===== src/rtl/alu_exec_ctrl.sv =====
// Multi-cycle execution controller: instruction handshake, ALU control and
// timed data-memory access. Optional macro ALU_EXEC_CTRL_PERF_EN adds instr_cnt_o.
module alu_exec_ctrl #(
  parameter int unsigned MEM_TIMEOUT = 15
) (
  input  logic       clk_i,
  input  logic       rst_i,
  input  logic       instr_valid_i,
  output logic       instr_ready_o,
  input  logic [3:0] instr_op_i,
  input  logic [2:0] instr_fn_i,
  output logic [1:0] src_o,
  output logic [2:0] alu_fn_o,
  output logic       acc_we_o,
  output logic       dm_re_o,
  output logic       dm_we_o,
  input  logic       dm_ack_i,
  output logic       busy_o,
  output logic       done_o,
  output logic       illegal_o,
  output logic       err_o
`ifdef ALU_EXEC_CTRL_PERF_EN
  ,
  output logic [15:0] instr_cnt_o
`endif
);

  typedef enum logic [2:0] {
    S_IDLE, S_DECODE, S_MEM_RD, S_EXEC, S_WB, S_MEM_WR, S_FINISH, S_FAULT
  } state_t;

  localparam logic [3:0] OP_NOP = 4'd0;
  localparam logic [3:0] OP_RF  = 4'd1;
  localparam logic [3:0] OP_ID  = 4'd2;
  localparam logic [3:0] OP_DM  = 4'd3;
  localparam logic [3:0] OP_ST  = 4'd4;

  // Last count value a strobe may be held at before the access is abandoned.
  localparam logic [7:0] TMO_TERM = (MEM_TIMEOUT == 0) ? 8'd0 : 8'(MEM_TIMEOUT - 1);

  state_t     state_q, state_d;
  logic [3:0] op_q, op_d;
  logic [2:0] fn_q, fn_d;
  logic [7:0] tmo_q, tmo_d;
  logic       tmo_hit;

  assign tmo_hit = (MEM_TIMEOUT != 0) && (tmo_q == TMO_TERM);

  // NOTE: state registers use non-blocking assignments so every flop samples
  // the pre-edge value of its neighbours; the reset is synchronous here.
  always_ff @(posedge clk_i) begin
    if (rst_i) begin
      state_q <= S_IDLE;
      op_q    <= '0;
      fn_q    <= '0;
      tmo_q   <= '0;
    end else begin
      state_q <= state_d;
      op_q    <= op_d;
      fn_q    <= fn_d;
      tmo_q   <= tmo_d;
    end
  end

  // NOTE: every variable gets a default at the top of the block so no path
  // through the case leaves it unassigned, which would infer a latch.
  always_comb begin
    state_d = state_q;
    op_d    = op_q;
    fn_d    = fn_q;
    tmo_d   = '0;  // cleared outside memory states, so each entry starts at 0
    unique case (state_q)
      S_IDLE: begin
        if (instr_valid_i) begin
          state_d = S_DECODE;
          op_d    = instr_op_i;
          fn_d    = instr_fn_i;
        end
      end
      S_DECODE: begin
        case (op_q)
          OP_RF, OP_ID: state_d = S_EXEC;
          OP_DM:        state_d = S_MEM_RD;
          OP_ST:        state_d = S_MEM_WR;
          default:      state_d = S_FINISH;
        endcase
      end
      S_MEM_RD, S_MEM_WR: begin
        if (dm_ack_i) begin
          state_d = (state_q == S_MEM_RD) ? S_EXEC : S_FINISH;
        end else if (tmo_hit) begin
          state_d = S_FAULT;
        end else begin
          tmo_d = tmo_q + 8'd1;
        end
      end
      S_EXEC:   state_d = S_WB;
      S_WB:     state_d = S_FINISH;
      S_FINISH: state_d = S_IDLE;
      S_FAULT:  state_d = S_IDLE;
      default:  state_d = S_IDLE;
    endcase
  end

  always_comb begin
    instr_ready_o = 1'b0;
    src_o         = 2'b00;
    alu_fn_o      = 3'b000;
    acc_we_o      = 1'b0;
    dm_re_o       = 1'b0;
    dm_we_o       = 1'b0;
    done_o        = 1'b0;
    illegal_o     = 1'b0;
    err_o         = 1'b0;
    busy_o        = (state_q != S_IDLE);
    unique case (state_q)
      S_IDLE:   instr_ready_o = 1'b1;
      S_MEM_RD: dm_re_o = 1'b1;
      S_MEM_WR: dm_we_o = 1'b1;
      S_EXEC, S_WB: begin
        src_o    = (op_q == OP_RF) ? 2'b00 : (op_q == OP_ID) ? 2'b01 : 2'b11;
        alu_fn_o = fn_q;
        acc_we_o = (state_q == S_WB);
      end
      S_FINISH: begin
        done_o    = 1'b1;
        illegal_o = (op_q > OP_ST);
      end
      S_FAULT:  err_o = 1'b1;
      default:  ;
    endcase
  end

`ifdef ALU_EXEC_CTRL_PERF_EN
  logic [15:0] instr_cnt_q;

  always_ff @(posedge clk_i) begin
    if (rst_i) begin
      instr_cnt_q <= '0;
    end else if (state_q == S_FINISH && instr_cnt_q != 16'hFFFF) begin
      instr_cnt_q <= instr_cnt_q + 16'd1;
    end
  end

  assign instr_cnt_o = instr_cnt_q;
`endif

endmodule

===== config.mk =====
export PLATFORM = sky130hd
export DESIGN_NAME = alu_exec_ctrl
export DESIGN_NICKNAME = d
export VERILOG_FILES = /design/src/rtl/alu_exec_ctrl.sv
export SDC_FILE = /design/constraint.sdc
export NUM_CORES = 1
export LEC_CHECK = 0
export BUFFER_PORTS_ARGS = -buffer_cell sky130_fd_sc_hd__buf_2
export CORE_MARGIN = 5
export CORE_UTILIZATION = 55
export CTS_CLUSTER_DIAMETER = 200
export DETAILED_ROUTE_END_ITERATION = 8
export GPL_TIMING_DRIVEN = 0
export PLACE_DENSITY_LB_ADDON = 0.05
export RECOVER_POWER = 100
export SETUP_SLACK_MARGIN = 0.1
export SLEW_MARGIN = 10
export SYNTH_ARGS = -nofsm -noshare
export SYNTH_HDL_FRONTEND = slang
export SYNTH_SLANG_ARGS = --single-unit
export TNS_END_PERCENT = 10

===== constraint.sdc =====
create_clock -name clk_i -period 2.65 [get_ports clk_i]
set_clock_uncertainty 0.1 [all_clocks]
set_input_delay 0.795 -clock clk_i [delete_from_list [all_inputs] [get_ports clk_i]]
set_output_delay 0.795 -clock clk_i [all_outputs]
set_load 0.02 [all_outputs]

==> run metrics <==
EDFF count, synth 0; Bufs and invs on worst path 2; status completed; Routed Antenna Nets 0; slowest CP cell dfxtp_2; Seq/Total Area, Yosys 36.4%; Compound-Gate Fraction of Synth Area 12.1%; row count 15; Initial DRC Count 5; Reg clk slew, reported paths 100 ps; largest family of logic cells by synthesized area simple AND/OR/NAND/NOR gates; delay-heaviest family, CP flip-flops; drt first pass iters 4; post-synthesis cell count 110; Post-Synth XOR/XNOR Area 7.07%; Pwr Total 1070 uW; Most used DFF post-synth dfxtp_1; Synth Area in Adders 2.53%; aggregate global routing overflow 0; Syn Nets 123; hpwl dp 1460 um; Clock Path Buffers 2; vias per inst 5.04; min Tclk post-route 2430 ps; via count 817; # diodes 0; setup tns final 0 ps; first-pass GRT wire length 3370 um; ranking of synthesized cells by area dfxtp_1, mux2i_1, nor2_2, xor2_1, buf_6; nets@finish 151; CTS buffer count 3; most frequent cell after synthesis dfxtp_1; Crit Path Max Fanout 10; CTS H-tree lvls 1; CP Class reg2out; Worst slew margin 63.3%; pin count of the biggest net entering global routing 11; flops & latches, synth 18; RSZ-0062 raised after global routing false; Port Buffer Count 23; mux share of post-synthesis cell area 7.07%; drc violations 0; final WL 1890 um; die area 2750 um^2; CTS tree yes; Max-Cap Viols 0; Final setup violation count 0; Die Wd 52.4 um; vias in the first global route 793; IO Pins 24; Max Slew Vio Count 0; Critical Path Start Type flop; mapped cell area 991 um^2; Post-synth ARST share 0%; Least-Margin Pin Slew 551 ps; Worst-Skew Late Latency 280 ps; CP peak stage delay 390 ps; synth cell count leaders dfxtp_1, nor2_2, mux2i_1, nor2_1, nand2_1; CTS Hold Bufs 0; Final period util 91.8%; fraction of final layout cells sized beyond drive strength 1 29.9%; pwr dens 920 nW/um^2; CTS root buf clkbuf_4; Layout area overhead 17.9%; post-synth top area share 36.4%; WL per Instance 11.7 um; Critical Path Sink Type output port; Initial Util 57.4%; Total Routing Usage GR 16.6%; leakage 0.000476 uW; Placeable Area 1730 um^2; Setup Buffers After CTS 0; initial antenna violation count 0; Hold WS 398 ps; post-synth top area cell dfxtp_1; CTS sink cnt 18; Max Clock Freq 0.411 GHz; syn avg cell area 9.01 um^2; Distinct cells, synth 40; Die Ht 52.4 um; CP Data Arrival Time 1540 ps; synth warn 0; post-synthesis simple-gate area fraction 26.6%; Final Hold Viols 0; RD Place Congestion 0.773; Final Util 67.7%; Peak VDD IR 477 uV; required time worst endpoint 1760 ps; worst hold path type reg2reg; crit-path cells buf_6, nor3b_4, o21bai_2, o41a_1, clkbuf_2
==> cell type report <==
cell class | count | area, um^2
fillers | 161 | 558
multi-input cells | 78 | 559
flip-flops and latches | 18 | 362
repair buffers | 23 | 108
inverters | 6 | 22.5
plain buffers | 8 | 50.0
well taps | 25 | 31.3
clock buffers | 4 | 36.3
==> stage by stage <==
| step | setup slack [ps] | instance area, um^2 | std cells |
|---|---|---|---|
| after floorplan | 339 | 996 | 110 |
| after global placement | 298 | 1140 | 158 |
| after detailed placement | 243 | 1140 | 158 |
| after CTS | 140 | 1180 | 162 |
| after global routing | 75.2 | 1170 | 162 |
| final | 218 | 1170 | 162 |
==> layout by cell type (no fill, tap or decap), types with 3 or more instances in the layout <==
cell type and count:
a21oi_1 4, xnor2_1 3, nor2_1 7, mux2i_1 7
xor2_1 5, nor2_2 8, dfxtp_1 17, buf_2 16
clkbuf_4 4, inv_1 5, nand2_1 6, and2_1 3
and3_1 3, clkbuf_1 10
==> layer usage <==
metal / part of all wire [%] / vias to the layer above / global-route usage (%) / routed length [um]
li1: - / 434 / - / -
met1: 49 / 364 / 22.4 / 934
met2: 45 / 17 / 25.6 / 849
met3: 4.6 / 2 / 3.42 / 87
met4: 0.90 / 0 / 6.38 / 17
met5: 0 / - / 0 / 0
==> final timing paths <==
check | startpoint | end | slack [ps] | cells past startpoint
hold reg to reg | tmo_q[0] | tmo_q[0] | 400 | 1
hold / removal | tmo_q[0] | tmo_q[0] | 400 | 1
setup reg to reg | state_q[2] | op_q[3] | 740 | 6
setup / recovery | state_q[2] | src_o[0] | 220 | 5
==> flip-flops by register name (all words and copies together), names as in the netlist <==
register  flops
fn_q          3
op_q          4
state_q       3
tmo_q         8
==> kinds of logic (layout without fill, tap and decap cells) <==
family                     count (synthesis)  in the layout
xor gates and xnor gates                   8              8
AOI/OAI and AO/OA                         17             17
adders and majority gates                  2              2
and+or+nand+nor                           44             44
DFF                                       18             18
buffers and inverters                     14             41
muxes                                      7              7
==> power breakdown <==
group | internal, uW | leakage (uW) | switching [uW]
logic | 227 | 0.000308 | 333
registers | 317 | 0.000147 | 35.8
clock network | 83.5 | 0.0000210 | 79.3
total | 627 | 0.000476 | 448
==> timing repair <==
item | 4_1_cts | 5_1_grt
endpoints found under the hold margin | 0 | 0
setup endpoints to repair | 5 | 5
resized for setup | 2 | 6
(Power assumes the default switching activity.)
